--- src/rtl/key_conditioner.sv ---
// Front-panel input conditioner for the alarm-clock Timer: 2-flop sync and debounce on all four
// inputs, plus single-cycle step pulses with auto-repeat for the hours/mins keys.
//   state  | meaning
//   IDLE   | key released, waiting for a debounced press
//   DELAY  | first pulse sent, counting to the first auto-repeat
//   REPEAT | auto-repeating, one pulse every REPEAT_RATE cycles
module key_conditioner #(
  parameter int DEBOUNCE_CNT = 16,
  parameter int REPEAT_DELAY = 64,
  parameter int REPEAT_RATE  = 16,
  parameter int CNT_W        = 16
) (
  input  logic clk,
  input  logic reset,
  input  logic hours_key_raw,
  input  logic mins_key_raw,
  input  logic set_time_raw,
  input  logic alarm_raw,
  output logic hours_set,
  output logic mins_set,
  output logic set_time,
  output logic alarm
);

  localparam logic [CNT_W-1:0] DB_LAST = CNT_W'(DEBOUNCE_CNT - 1);
  localparam logic [CNT_W-1:0] RD_LAST = CNT_W'(REPEAT_DELAY - 1);
  localparam logic [CNT_W-1:0] RR_LAST = CNT_W'(REPEAT_RATE - 1);

  typedef enum logic [1:0] {IDLE, DELAY, REPEAT} key_state_t;

  logic [3:0] w_raw;
  logic [3:0] w_st;
  logic [1:0] w_pulse_q;

  assign w_raw = {alarm_raw, set_time_raw, mins_key_raw, hours_key_raw};

  for (genvar i = 0; i < 4; i++) begin : g_db
    logic             r_s1;
    logic             r_s2;
    logic             r_st;
    logic [CNT_W-1:0] r_dc;

    always_ff @(posedge clk or posedge reset) begin
      if (reset) begin
        r_s1 <= 1'b0;
        r_s2 <= 1'b0;
        r_st <= 1'b0;
        r_dc <= '0;
      end else begin
        r_s1 <= w_raw[i];
        r_s2 <= r_s1;
        if (r_s2 == r_st) begin
          r_dc <= '0;
        end else if (r_dc == DB_LAST) begin
          r_st <= r_s2;
          r_dc <= '0;
        end else begin
          r_dc <= r_dc + CNT_W'(1);
        end
      end
    end

    assign w_st[i] = r_st;
  end

  // Keys 0 (hours) and 1 (mins) run identical, fully independent FSMs.
  for (genvar k = 0; k < 2; k++) begin : g_key
    key_state_t       r_state;
    key_state_t       w_next;
    logic [CNT_W-1:0] r_rc;
    logic [CNT_W-1:0] w_rc_next;
    logic             r_pulse;
    logic             w_pulse;

    always_ff @(posedge clk or posedge reset) begin
      if (reset) begin
        r_state <= IDLE;
        r_rc    <= '0;
        r_pulse <= 1'b0;
      end else begin
        r_state <= w_next;
        r_rc    <= w_rc_next;
        r_pulse <= w_pulse;
      end
    end

    always_comb begin
      w_next    = r_state;
      w_rc_next = r_rc;
      w_pulse   = 1'b0;
      case (r_state)
        IDLE: begin
          if (w_st[k]) begin
            w_pulse   = 1'b1;
            w_rc_next = '0;
            w_next    = DELAY;
          end
        end
        DELAY: begin
          if (!w_st[k]) begin
            w_rc_next = '0;
            w_next    = IDLE;
          end else if (r_rc == RD_LAST) begin
            w_pulse   = 1'b1;
            w_rc_next = '0;
            w_next    = REPEAT;
          end else begin
            w_rc_next = r_rc + CNT_W'(1);
          end
        end
        REPEAT: begin
          if (!w_st[k]) begin
            w_rc_next = '0;
            w_next    = IDLE;
          end else if (r_rc == RR_LAST) begin
            w_pulse   = 1'b1;
            w_rc_next = '0;
          end else begin
            w_rc_next = r_rc + CNT_W'(1);
          end
        end
        default: begin
          w_rc_next = '0;
          w_next    = IDLE;
        end
      endcase
    end

    assign w_pulse_q[k] = r_pulse;
  end

  assign hours_set = w_pulse_q[0];
  assign mins_set  = w_pulse_q[1];
  assign set_time  = w_st[2];
  assign alarm     = w_st[3];

endmodule

--- config.mk ---
export PLATFORM = sky130hd
export DESIGN_NAME = key_conditioner
export DESIGN_NICKNAME = d
export VERILOG_FILES = /design/src/rtl/key_conditioner.sv
export SDC_FILE = /design/constraint.sdc
export NUM_CORES = 1
export LEC_CHECK = 0
export ABC_AREA = 1
export CORE_UTILIZATION = 43
export CTS_CLUSTER_DIAMETER = 200
export CTS_CLUSTER_SIZE = 20
export DETAILED_ROUTE_END_ITERATION = 10
export GPL_ROUTABILITY_DRIVEN = 1
export SYNTH_ARGS = -nofsm -noshare
export SYNTH_HDL_FRONTEND = slang
export SYNTH_SLANG_ARGS = --single-unit
--- constraint.sdc ---
create_clock -name clk -period 4.59 [get_ports clk]
set_clock_uncertainty 0.1 [all_clocks]
set_input_delay 0.459 -clock clk [delete_from_list [all_inputs] [get_ports clk]]
set_output_delay 0.459 -clock clk [all_outputs]
set_load 0.005 [all_outputs]
# == Word level (Yosys, flattened, before mapping) ==
# Cells that the tools add are included.
# word_totals
reg_bits,114
in_bits,6
output_inout_bits,4
# op_classes
n_addsub,6
n_eq_ne,22
mux,42
bitwise,4
n_reduce_logical,8
# ops
op,n
16-bit 2-to-1 mux,18
16-bit by 1-bit adder with 16-bit output (second input constant),6
16-bit by 4-bit equality test with 1-bit output (second input constant),6
16-bit case mux with 3 select lines,2
16-bit by 6-bit equality test with 1-bit output (second input constant),2
2-bit 2-to-1 mux,8
2-bit case mux with 3 select lines,2
1-bit 2-to-1 mux,10
2-bit != test (second input constant),4
2-bit AND reduction,4
3-bit != test (second input constant),2
1-bit case mux with 3 select lines,2
3-bit AND reduction,2
1-bit equality test,4
2-bit by 1-bit equality test with 1-bit output (second input constant),2
2-bit equality test (second input constant),2
2-bit zero test,2
1-bit NOT,4

# == Longest topological paths before layout ==
# Gate-level depths: netlist of the first run.
# logic_depth
ltp_word,4
depth_mapped,11
mapped_depth_nobuf,11

# == Worst setup path before layout of the first run ==
# Ideal clock, no wire load.
# synth_timing
path_type,reg2reg
start,register g_key[1].r_rc[0]
end,register g_key[1].r_rc[0]
setup_ns,0.127
arrival_time_ns,1.351
required_ns,4.363
slack_ns,3.012
stages_incl_launch_ff,10
n_path_buf,1
path_cell_list,dfrtp_1 > ha_1 > nand3_4 > nor2_2 > nand2_1 > nand2_2 > nand2_2 > nand2_4 > buf_12 > mux2i_4
# synth_between
elab_chain_len,4
word_cells_on_any_way,8
cone_classes,add/sub: 1; eq/ne: 2; mux: 5
# synth_lines
item,line,rtl
start: declaration,70,logic [CNT_W-1:0] r_rc;
start signal: assignment,82,r_rc <= w_rc_next;
"16-bit by 1-bit adder with 16-bit output, or another cell as far along","108, 119",
16-bit 2-to-1 mux (on tied branches),"115, 103",
16-bit 2-to-1 mux (on tied branches),"112, 100",
16-bit case mux with 3 select lines *,91,case (r_state)
# Every way passes the cells marked *; elsewhere a longest branch is shown, timed or not.
# A chain may end at the register's enable or synchronous reset.

# == Final worst setup path of the first run ==
# layout_timing
start,register g_key[0].r_state[0]
end,register g_key[0].r_rc[8]
# layout_between
elab_chain_len,2
word_cells_on_any_way,5
cone_classes,eq/ne: 3; mux: 1; reduce/logical: 1
# layout_lines
item,line,rtl
start: declaration,68,key_state_t r_state;
start signal: assignment,81,r_state <= w_next;
"2-bit equality test, or another cell as far along",91,
16-bit case mux with 3 select lines / 2-bit != test (equally long branches),-,
end signal: assignment,82,
end: declaration,70,
# Parallel ways exist; a longest one is shown, timed or not.

==> impl_summary.md, run 1 <==
CTS
The total clock buffers created by CTS is 17. The number of sinks on the clock net is 114. The number of hold buffers added after CTS was 0.

The TritonCTS clock tree is done. The clock latency on the worst-skew pair is 0.41 ns. The tree is rooted in a clkbuf_16. The H-tree depth is 4. No sink is reached through more buffers than the 2 on the longest clock path. The clock-pin transition on the worst setup and hold timing paths is 0.05 ns. Once the clock tree was built, the resizer swapped 0 gates to a different size. The number of setup buffers added after CTS is 0.

Setup path
The kind of end point of the critical path is a flop. The capturing point of the worst reg2reg path is g_key[0].r_rc[8]$_DFFE_PP0P_. The first element of the critical path is g_key[0].r_state[0]$_DFFE_PP0P_. The reg-to-reg startpoint is g_key[0].r_state[0]$_DFFE_PP0P_. Counting stages on the worst path, the most repeated cell is inv_1.

The slack of the worst reg-to-reg path is 2.54 ns. STA classifies the critical path startpoint as a flop. In this run the worst path has a maximum fanout of 18.

The worst-path cell with the longest stage delay is dfrtp_1. The delay of the slowest cell on the worst path is 0.41 ns. The worst-case reg-to-reg path depth is 11. The worst setup path is of the flop to flop kind.

At the worst endpoint, the arrival time is 2.24 ns. The signal on the critical path passes through inv_1 -> ha_1 -> inv_1 -> nor2_4 -> clkinv_2 -> nand2_2 -> nor2_2 -> nand3_1 -> nand2_1 -> o21ai_0 -> a21oi_2. STA puts the critical path data required time at 4.78 ns.

Synth
By area, the combinational part of the netlist is dominated by simple AND/OR/NAND/NOR gates. Multiplexer cells account for 0.3582% of the synthesized area. Synthesis handed over a netlist of 761 instances. Counting every net in the synthesized netlist gives 781. The mean instance size in the synthesized netlist is 8.262 um^2. The area share of and/or/nand/nor cells after synthesis is 32.18%. Synthesis instantiated 41 different standard cells from the library. The total of flip-flops plus latches after synthesis is 114. The sequential-to-total area share from yosys stat is 45.37%. The xor-xnor portion of the synthesized cell area is 5.851%.

The adder-cell share of the synthesized area is 2.786%. The synthesized netlist devotes 6.090% of its cell area to compound gates. The number of warnings printed during yosys synthesis is 0. After synthesis the cells add up to 0.006287 mm^2.

Floorplan
The die covers 0.01511 mm^2. The initial standard-cell utilization of the core is 44.60%. The number of ports placed on the die boundary is 10. In this run the standard cell core region covers 0.01410 mm^2. The die is 122.9 um tall.

The initialized floorplan defines 43 standard-cell rows. Measured along the x axis, the die boundary spans 122.9 um.

STA
The final max-slew violation count is 0. For the pin with the worst max-slew slack, the measured transition is 1.114 ns. The final number of hold-violating endpoints is 0. The clock period could shrink to 2.046 ns. Setup violations remaining at the end of the flow were counted as 0. Setup repair after global routing left no endpoint under its margin. The share of the cycle needed by the critical path after routing is 44.57%. Based on the critical path, the design can be clocked at up to 488.8 MHz. The accumulated negative setup slack is 0 ns.

The worst pin sits at a relative slew slack of 25.19%.

Global routing
The via count of the first global-routing pass is 4723. The total global routing track utilization is 17.93%. The wire length of the first global-routing pass is 21070 um.

Global routing finished with a remaining overflow of 0. Entering global routing, the biggest net connects 44 pins. The initial antenna violation count was 0.

Power and ir drop
The logic gate share of total power is 9.5%. The portion of total power attributed to sequential cells is 41.4%. The internal power of the cells totals 1.871 mW. The final total power is 2.527 mW. The worst-case IR drop observed on VDD is 0.2948 mV. Per report_power, the clock group accounts for 49.1% of the total. Net switching is 25.98% of the power. For this design the static power due to leakage is 3.120 nW.

Summed over all nets, the switching power comes to 656.7 uW. For this design the ratio of total power to cell area is 356.8 mW/mm^2.

Hold path
In this run the worst hold path is classified as flop to flop. In this run the most critical hold path is launched from g_db[1].r_s1$_DFF_PP0_. The worst hold path terminates at g_db[1].r_s2$_DFF_PP0_. The number of instances on the worst hold path is 0.

Route
The via count normalized by instance count is 5.026. The initial detailed-routing violation count is 243. The total routed wirelength is 11660 um. The first detailed-routing pass took 4 iterations. The routed layout has 4890 vias.

The final routed wire length divided by cell count is 11.99 um. After detailed routing, the number of remaining DRC violations is 0. In this run the remaining antenna-violating nets after routing total 0.

Final layout
The top cell types in the final layout, fill and taps aside, are 138 x nand2_1, 119 x nor2_1, 114 x dfrtp_1. The antenna diode count is 0. Leaving out fill and tap cells, the most frequent cell in the layout is nand2_1. The fraction of final layout cells sized beyond drive strength 1 is 12.48%. The area growth from synthesis to final layout is 12.68%.

The net total in the final layout is 800.

Placement
The count of port buffers added during placement is 9. The placed wire-length estimate after detailed placement is 8307 um. The congestion estimate from routability-driven global placement came to 0.8899.

Run
Max-cap violations in this run came to 0.

Run status
The flow ran to the end, and the final reports show no timing, DRC or antenna violations.
-- per-layer routing --
metal | routed length, um | GRT usage [%] | vias to the layer above
met4 | 172 | 8.232 | 0
li1 | - | - | 2484
met5 | 0 | 0 | -
met3 | 403 | 4.982 | 14
met1 | 5570 | 22.62 | 2297
met2 | 5516 | 28.55 | 95
-- critical path: cells and delay by family (launching register included) --
kind | cells | cell delay (ns)
and+or+nand+nor | 5 | 0.59
DFF | 1 | 0.41
buffers and inverters | 3 | 0.52
adders and majority gates | 1 | 0.15
AOI/OAI and AO/OA | 2 | 0.13
-- state kept, by name, indices dropped and copies added (netlist names) --
name / flops
mins_set: 1
set_time: 1
alarm: 1
g_key.r_state: 4
g_db.r_s2: 4
hours_set: 1
g_db.r_dc: 64
g_key.r_rc: 32
g_db.r_st: 2
g_db.r_s1: 4
-- cells in the mapped netlist (all sizes together) --
| cell type | instances | area (um^2) |
|---|---|---|
| a21oi | 36 | 247.7 |
| nand3 | 52 | 292.8 |
| o21bai | 2 | 15.01 |
| a31oi | 1 | 6.260 |
| nor3b | 3 | 22.52 |
| clkbuf | 3 | 11.26 |
| inv | 98 | 367.8 |
| nor4 | 9 | 71.32 |
| xor2 | 24 | 210.2 |
| or2 | 3 | 18.77 |
| nand3b | 1 | 7.510 |
| and3 | 3 | 18.77 |
| dfrtp | 114 | 2853 |
| mux2i | 1 | 22.52 |
| buf | 8 | 78.83 |
| nor3 | 35 | 201.5 |
| clkinv | 1 | 5.000 |
| o21ai | 22 | 113.9 |
| nand2 | 152 | 620.6 |
| xnor2 | 18 | 157.7 |
| nor2 | 136 | 598.1 |
| nand4 | 25 | 171.4 |
| ha | 14 | 175.2 |
-- cells by family after synthesis --
kind of cell / count (synthesis)
simple gates: 419
flops: 114
buf+inv: 110
compound gates: 61
xor+xnor: 42
fa+ha+maj: 14
mux: 1
-- power groups by stage --
stage	Combinational (mW)	Sequential [mW]	Clock, mW
after CTS	0.245	1.05	1.27
after detailed placement	0.243	1.06	0
final	0.241	1.05	1.24
after floorplan	0.198	1.06	0
after global placement	0.238	1.06	0
after global routing	0.272	1.05	1.32
-- metrics by stage --
step / hold slack [ns] / cells / util (%) / cell area [um^2] / worst slack, ns
after global routing: 0.2535 / 973 / 50.26 / 7084 / 2.376
after detailed placement: 0.2347 / 941 / 46.33 / 6530 / 2.544
after global placement: 0.2366 / 941 / 46.33 / 6530 / 2.635
final: 0.2457 / 973 / 50.26 / 7084 / 2.544
after CTS: 0.2463 / 973 / 50.26 / 7084 / 2.528
after floorplan: 0.2312 / 761 / - / 6287 / 1.015
-- layout make-up --
class / count / area (um^2)
Tap cell: 180 / 225.2
Inverter: 99 / 375.4
Clock inverter: 11 / 113.9
Clock buffer: 21 / 440.4
Fill cell: 1323 / 7012
Sequential cell: 114 / 2853
Timing Repair Buffer: 11 / 105.1
Multi-Input combinational cell: 537 / 2972
-- worst max path at each step --
| stage | depth (start not counted) | end |
|---|---|---|
| finish | 11 | g_key[0].r_rc[8]$_DFFE_PP0P_ |
| global route | 11 | g_key[0].r_rc[8]$_DFFE_PP0P_ |
| CTS | 11 | g_key[0].r_rc[8]$_DFFE_PP0P_ |
| detailed placement | 11 | g_key[0].r_rc[8]$_DFFE_PP0P_ |
| global placement | 3 | g_db[2].r_dc[9]$_DFF_PP0_ |
| floorplan | 1 | alarm$_DFFE_PP0P_ |
Note: power is estimated with default switching activity, not from simulation.
==> run 2, diff against run 1 <==
==> constraint.sdc (replaced) <==
create_clock -name clk -period 1.7 [get_ports clk]
set_clock_uncertainty 0.1 [all_clocks]
set_input_delay 0.17 -clock clk [delete_from_list [all_inputs] [get_ports clk]]
set_output_delay 0.17 -clock clk [all_outputs]
set_load 0.005 [all_outputs]
==> impl_summary.md, run 2 (synthesis results as in run 1) <==
Run status
The run finished with clean final reports.

STA
The least setup slack across all paths after layout is 0.07762 ns. The final max-slew violation count is 0. The worst pin sits at a relative slew slack of 74.74%. For the final routed database, the setup TNS stands at 0 ns. The maximum achievable frequency is 616.4 MHz. For the finished layout, the period the worst path requires is 1.622 ns.

The final count of negative-setup-slack endpoints is 0. At the pin with the least slew margin, the transition time is 0.3789 ns. The share of the cycle needed by the critical path after routing is 95.43%.

The final number of hold-violating endpoints is 0.

Floorplan
The initialized floorplan defines 43 standard-cell rows. The horizontal die dimension is 122.9 um. The overall die height is 122.9 um. The total area inside the core boundary comes to 0.01410 mm^2. The number of ports placed on the die boundary is 10. The initial standard-cell utilization of the core is 44.60%.

The die footprint is 0.01511 mm^2.

Placement
At the end of routability-driven placement, the weighted congestion stood at 0.8890. The worst setup slack after placement is -0.06033 ns. The count of port buffers added during placement is 9. Once detailed placement completed, the half-perimeter wirelength came to 8576 um. The cell count after placement is 963.

Route
The count of nets left with antenna violations once routing finished came out at 0. The via count of the routed design is 4996. In the final routed layout, each cell accounts on average for 12.26 um. Summed over all layers, the routed wires come to 12370 um.

The detailed router finished its first iteration with 233 violations. Before antenna repair, the detailed router went through 5 iterations. The via count normalized by instance count is 4.951. The post-detailed-route DRC marker count is 0.

Setup path
The category of the critical setup timing path is flop to flop. Data on the critical path is required at its endpoint by 1.89 ns. In this run the register-to-register setup slack is 0.08 ns. The kind of end point of the critical path is a flop. The largest fanout on the critical path is 6. The signal arrival time at the worst endpoint is 1.81 ns. The worst setup path is launched from a flop.

CTS
Clock-pin slew was measured on the worst setup and hold paths at 0.06 ns. The cell sitting at the root of the clock tree is a clkbuf_16. The maximum clock path buffer count is 2.

The total clock buffers created by CTS is 17. The clock latency on the worst-skew pair is 0.41 ns. In this run the number of H-tree levels came out at 4. The number of hold-repair buffers added at the cts stage is 0. The clock net in this run drives a total of 114 sinks. TritonCTS built the clock tree.

Final layout
The most common cell after layout, fill and taps aside is nand2_1. For this run, the post-layout net count is 837. The register with the most flip-flops in the layout has 64 of them. Ranked by flip-flop count, first place goes to g_db.r_dc. The post-route netlist has 19.78% of its cells at a drive strength greater than 1.

The number of standard cells in the layout, taps in and fillers out is 1009. The number of antenna diodes in the final layout is 0. In the layout the commonest cells are 133 x nand2_1, 114 x dfrtp_1, 113 x nor2_1. For this run, the share of the core covered by cells in the final layout is 53.83%. In the final layout, the registers with the most flip-flops are g_db.r_dc x64, g_key.r_rc x32.

The area growth from synthesis to final layout is 20.70%.

Global routing
The initial antenna violation count is 0. The wire length of the first global-routing pass is 21230 um. The via count of the first global-routing pass was 4887. Entering global routing, the biggest net connects 58 pins. The remaining global-route overflow is 0.

The total global routing track utilization is 17.82%.

Power and ir drop
Dividing total power by cell area gives a power density of 972.7 mW/mm^2. The largest vdd supply drop is 0.6896 mV. The analysis attributes to cell leakage a power of 3.314 nW.

Hold path
In this run the worst hold path is classified as primary input to flop.

Run
The number of max-capacitance violations reported is 0.
-- run 2: cell types whose count changed in the layout (fill, tap and decap cells not counted), sizes merged --
cell,delta
buf,+36
clkbuf,-1
nand2,+1
clkinv,-2
clkinvlp,+2
inv,-1
bufinv,+1
-- run 2: per-stage QoR --
stage                     hold WS, ns  area [um^2]  power (mW)
after floorplan                0.1014         6291       3.395
after global placement         0.2346         6721       3.661
after detailed placement       0.2418         6721       3.692
after CTS                     0.08260         7340       7.365
after global routing          0.08442         7589       7.709
final                          0.1002         7589       7.381
-- run 2: metal layers --
metal	part of all wire, %	track usage (%)	up-vias
li1	-	-	2565
met1	47	22.36	2355
met2	49	29.67	67
met3	2.6	4.290	9
met4	0.86	6.784	0
met5	0	0	-
-- run 2: worst paths after layout --
path | end | start | cells after the start
worst max-delay path | g_key[1].r_rc[6]$_DFFE_PP0P_ | g_key[1].r_rc[1]$_DFFE_PP0P_ | 9
worst min-delay path | g_db[0].r_s1$_DFF_PP0_ | hours_key_raw | 1
worst max register to register | g_key[1].r_rc[6]$_DFFE_PP0P_ | g_key[1].r_rc[1]$_DFFE_PP0P_ | 9
worst min register to register | g_db[0].r_s2$_DFF_PP0_ | g_db[0].r_s1$_DFF_PP0_ | 0
max in group asynchronous | alarm$_DFFE_PP0P_ | reset | 3
min in group asynchronous | g_key[1].r_rc[10]$_DFFE_PP0P_ | reset | 3
-- run 2: cell type report --
cell class,instances,area (um^2)
multi-input combinational,538,3107
inverter,99,382.9
fill,1315,6507
clock buffer,20,456.7
clock inverter,11,156.4
timing repair buffer,47,407.9
sequential,114,2853
tap,180,225.2
-- run 2: worst max-delay path: stages (launching register included) --
cell,delay (ns)
dfrtp_1,0.42
ha_4,0.18
nand3_4,0.12
nor2_4,0.12
nand2_1,0.08
nand2_2,0.09
nand2_2,0.07
nand2_4,0.11
buf_4,0.15
a21oi_2,0.05
-- run 2: what timing repair did --
action	in CTS	in global routing
setup endpoints to repair	5	49
gates resized for setup	2	42
setup buffers	0	14
pin swaps	0	12
gates cloned	0	1
-- run 2: power breakdown --
group,internal (mW),switching (mW),total (mW)
combinational,0.335,0.615,0.949
clock,2.38,1.24,3.62
sequential,2.78,0.0386,2.81
total,5.49,1.89,7.38
==> run 3, diff against run 2 <==
--- a/config.mk
+++ b/config.mk
@@ -6,11 +6,12 @@
 export NUM_CORES = 1
 export LEC_CHECK = 0
 export ABC_AREA = 1
-export CORE_UTILIZATION = 43
+export CORE_UTILIZATION = 55
 export CTS_CLUSTER_DIAMETER = 200
 export CTS_CLUSTER_SIZE = 20
 export DETAILED_ROUTE_END_ITERATION = 10
 export GPL_ROUTABILITY_DRIVEN = 1
+export PLACE_DENSITY = 0.77
 export SYNTH_ARGS = -nofsm -noshare
 export SYNTH_HDL_FRONTEND = slang
 export SYNTH_SLANG_ARGS = --single-unit
==> impl_summary.md, run 3 (synthesis results as in run 1) <==
Placement
The number of placed instances, taps included, is 919. The placed wire-length estimate after detailed placement is 8606 um. Routability-driven placement finished with a final weighted congestion of 0.9201.

Input and output buffers added on the ports amount to 9. The worst setup slack after placement is -0.01920 ns.

Floorplan
The initial utilization of the core area, before any placement, comes to 57.25%. The die footprint is 0.01186 mm^2. The area of the core region is 0.01098 mm^2. The overall die height is 108.9 um.

In this run the horizontal extent of the chip is 108.9 um. The number of ports placed on the die boundary is 10. The row count is 38.

Setup path
The largest fanout on the critical path is 6. Data on the critical path is required at its endpoint by 1.89 ns. The reg-to-reg startpoint is g_db[2].r_dc[0]$_DFF_PP0_. The slack of the worst reg-to-reg path is 0.08 ns. The count of buffering cells on the critical path with inverters included is 1. The first element of the critical path is g_db[2].r_dc[0]$_DFF_PP0_.

Data arrives at the worst endpoint at 1.81 ns. The critical path goes through ha_2 -> nand2_1 -> nor2_4 -> inv_1 -> nor2_2 -> nand3_2 -> nand2_4 -> nor2_1. The kind of end point of the critical path is a flop. For this run, the slowest stage of the critical path takes 0.36 ns. The largest individual stage delay along the critical path comes from the cell dfrtp_1.

The worst-case reg-to-reg path depth is 8. The most critical setup path has its endpoint at g_db[2].r_dc[3]$_DFF_PP0_. The endpoint identified for the worst register-to-register timing path is g_db[2].r_dc[3]$_DFF_PP0_. The category of the critical setup timing path is flop to flop. Grouping stages by cell kind, the critical path spends the most delay in simple AND/OR/NAND/NOR gates.

Counting buffers and inverters, the worst setup path is 8 cells deep. The kind of start point of the critical path is a flop.

Final layout
The library cells used most frequently in the layout, excluding fill and tap cells, are 135 x nand2_1, 115 x nor2_1, 112 x dfrtp_1. The register with the highest flop count is g_db.r_dc. The most common cell after layout, fill and taps aside is nand2_1. The fraction of final layout cells sized beyond drive strength 1 is 19.76%.

From synthesis to final layout, the design area changed by 21.00%. In the final layout, flip-flops and latches occupy 0.002855 mm^2. 0 antenna diodes ended up in the layout. The number of fill cells is 801.

The register with the most flip-flops in the layout has 64 of them. The share of the core filled with cells is 69.26%. In the final layout, the registers with the most flip-flops are g_db.r_dc x64, g_key.r_rc x32. The net total in the final layout is 837. The area of the multi-input gates is 0.003143 mm^2. The number of standard cells in the layout, taps in and fillers out is 970.

CTS
The root buffer cell is clkbuf_16. The total clock buffers created by CTS is 17. TritonCTS built the clock tree. The number of sinks on the clock net is 114. The maximum clock path buffer count is 2. The H-tree depth is 4. The clock-pin transition on the worst setup and hold timing paths is 0.05 ns. The later pin in the worst-skew pair is clocked with a latency of 0.41 ns.

STA
After routing, the total negative slack on setup checks comes to 0 ns. The share of the cycle needed by the critical path after routing is 95.37%. The final max-slew violation count came to 0. The final critical-path required period is 1.621 ns.

Setup repair after global routing could not meet its margin everywhere. The slew at the pin with the worst max-slew slack is 0.4420 ns. The least setup slack across all paths after layout is 0.07863 ns. The max-slew headroom at the worst pin is 70.26%.

The final number of hold-violating endpoints is 0. Setup violations remaining at the end of the flow were counted as 0. For this run, the top clock speed supported by timing is 616.8 MHz.

Global routing
The wire length of the first global-routing pass is 21870 um. The via count of the first global-routing pass is 4960. For this run the aggregate overflow at the end of global routing stands at 0. The initial antenna violation count is 0. Global routing used 23.73% of the available tracks. The largest net degree at the start of global routing is 62.

Route
The final routed wire length divided by cell count is 13.77 um. Using the TritonRoute via totals, the vias-per-cell ratio works out to 5.349. For this block, the via count after detailed routing is 5189. For this run, the detailed router's first-pass iteration total came to 5.

The detailed router finished its first iteration with 314 violations. In the routed design, unresolved DRC markers number 0. The detail route stage leaves a number of antenna-violating nets equal to 0.

The total routed wirelength is 13350 um.

Run
The number of max-capacitance violations reported is 0.

Hold path
Along the worst hold path, the cell count comes to 1. The class of the tightest hold or removal check is primary input to flop.

Run status
The flow ran to the end, and the final reports show no timing, DRC or antenna violations.

Power and ir drop
The largest vdd supply drop is 0.9252 mV. In this run the static leakage power is 3.358 nW. The power per standard cell area is 996.6 mW/mm^2.
==> run 3: per-stage QoR <==
step / hold slack (ns) / power (mW) / cell area, um^2
after global placement: 0.2339 / 3.625 / 6654
after floorplan: 0.1014 / 3.395 / 6291
after global routing: 0.08290 / 7.864 / 7607
after detailed placement: 0.2347 / 3.675 / 6654
after CTS: 0.07598 / 7.495 / 7301
final: 0.09297 / 7.582 / 7607
==> run 3: routing by layer <==
metal / up-vias / routed length [um] / track usage, %
li1: 2561 / - / -
met3: 19 / 541 / 5.798
met5: - / 0 / 0
met1: 2500 / 5655 / 28.85
met4: 0 / 216 / 10.14
met2: 109 / 6940 / 40.07
==> run 3: worst register-to-register path, stage by stage, from the launching register on <==
cell and delay, ns:
dfrtp_1 0.36, ha_2 0.18, nand2_1 0.09, nor2_4 0.17
inv_1 0.07, nor2_2 0.12, nand3_2 0.16, nand2_4 0.18
nor2_1 0.07
==> run 3: repair_timing <==
action / 4_1_cts / 5_1_grt
endpoints found under the setup margin: 6 / 47
resized for setup: 4 / 44
pin swaps: 0 / 16
setup buffers: 0 / 18
gates cloned: 0 / 1
hold buffers: 0 / 0
==> run 3: worst min path at each step <==
stage,from,end
after global routing,set_time_raw,g_db[2].r_s1$_DFF_PP0_
final,mins_key_raw,g_db[1].r_s1$_DFF_PP0_
after CTS,mins_key_raw,g_db[1].r_s1$_DFF_PP0_
after detailed placement,g_db[3].r_s1$_DFF_PP0_,g_db[3].r_s2$_DFF_PP0_
after floorplan,hours_key_raw,g_db[0].r_s1$_DFF_PP0_
after global placement,g_db[3].r_s1$_DFF_PP0_,g_db[3].r_s2$_DFF_PP0_
==> run 3: layout make-up <==
class / instances / share of cell area [%]
clock buffers: 23 / 6.283
multi-input cells: 538 / 41.32
well taps: 140 / 2.303
flip-flops and latches: 114 / 37.53
clock inverters: 9 / 2.007
repair buffers: 47 / 5.526
inverters: 99 / 5.033
==> run 3: report_power, final <==
| group | internal (mW) | switching [mW] |
|---|---|---|
| clock | 2.56 | 1.21 |
| sequential | 2.78 | 0.0362 |
| combinational | 0.357 | 0.637 |
| total | 5.70 | 1.89 |
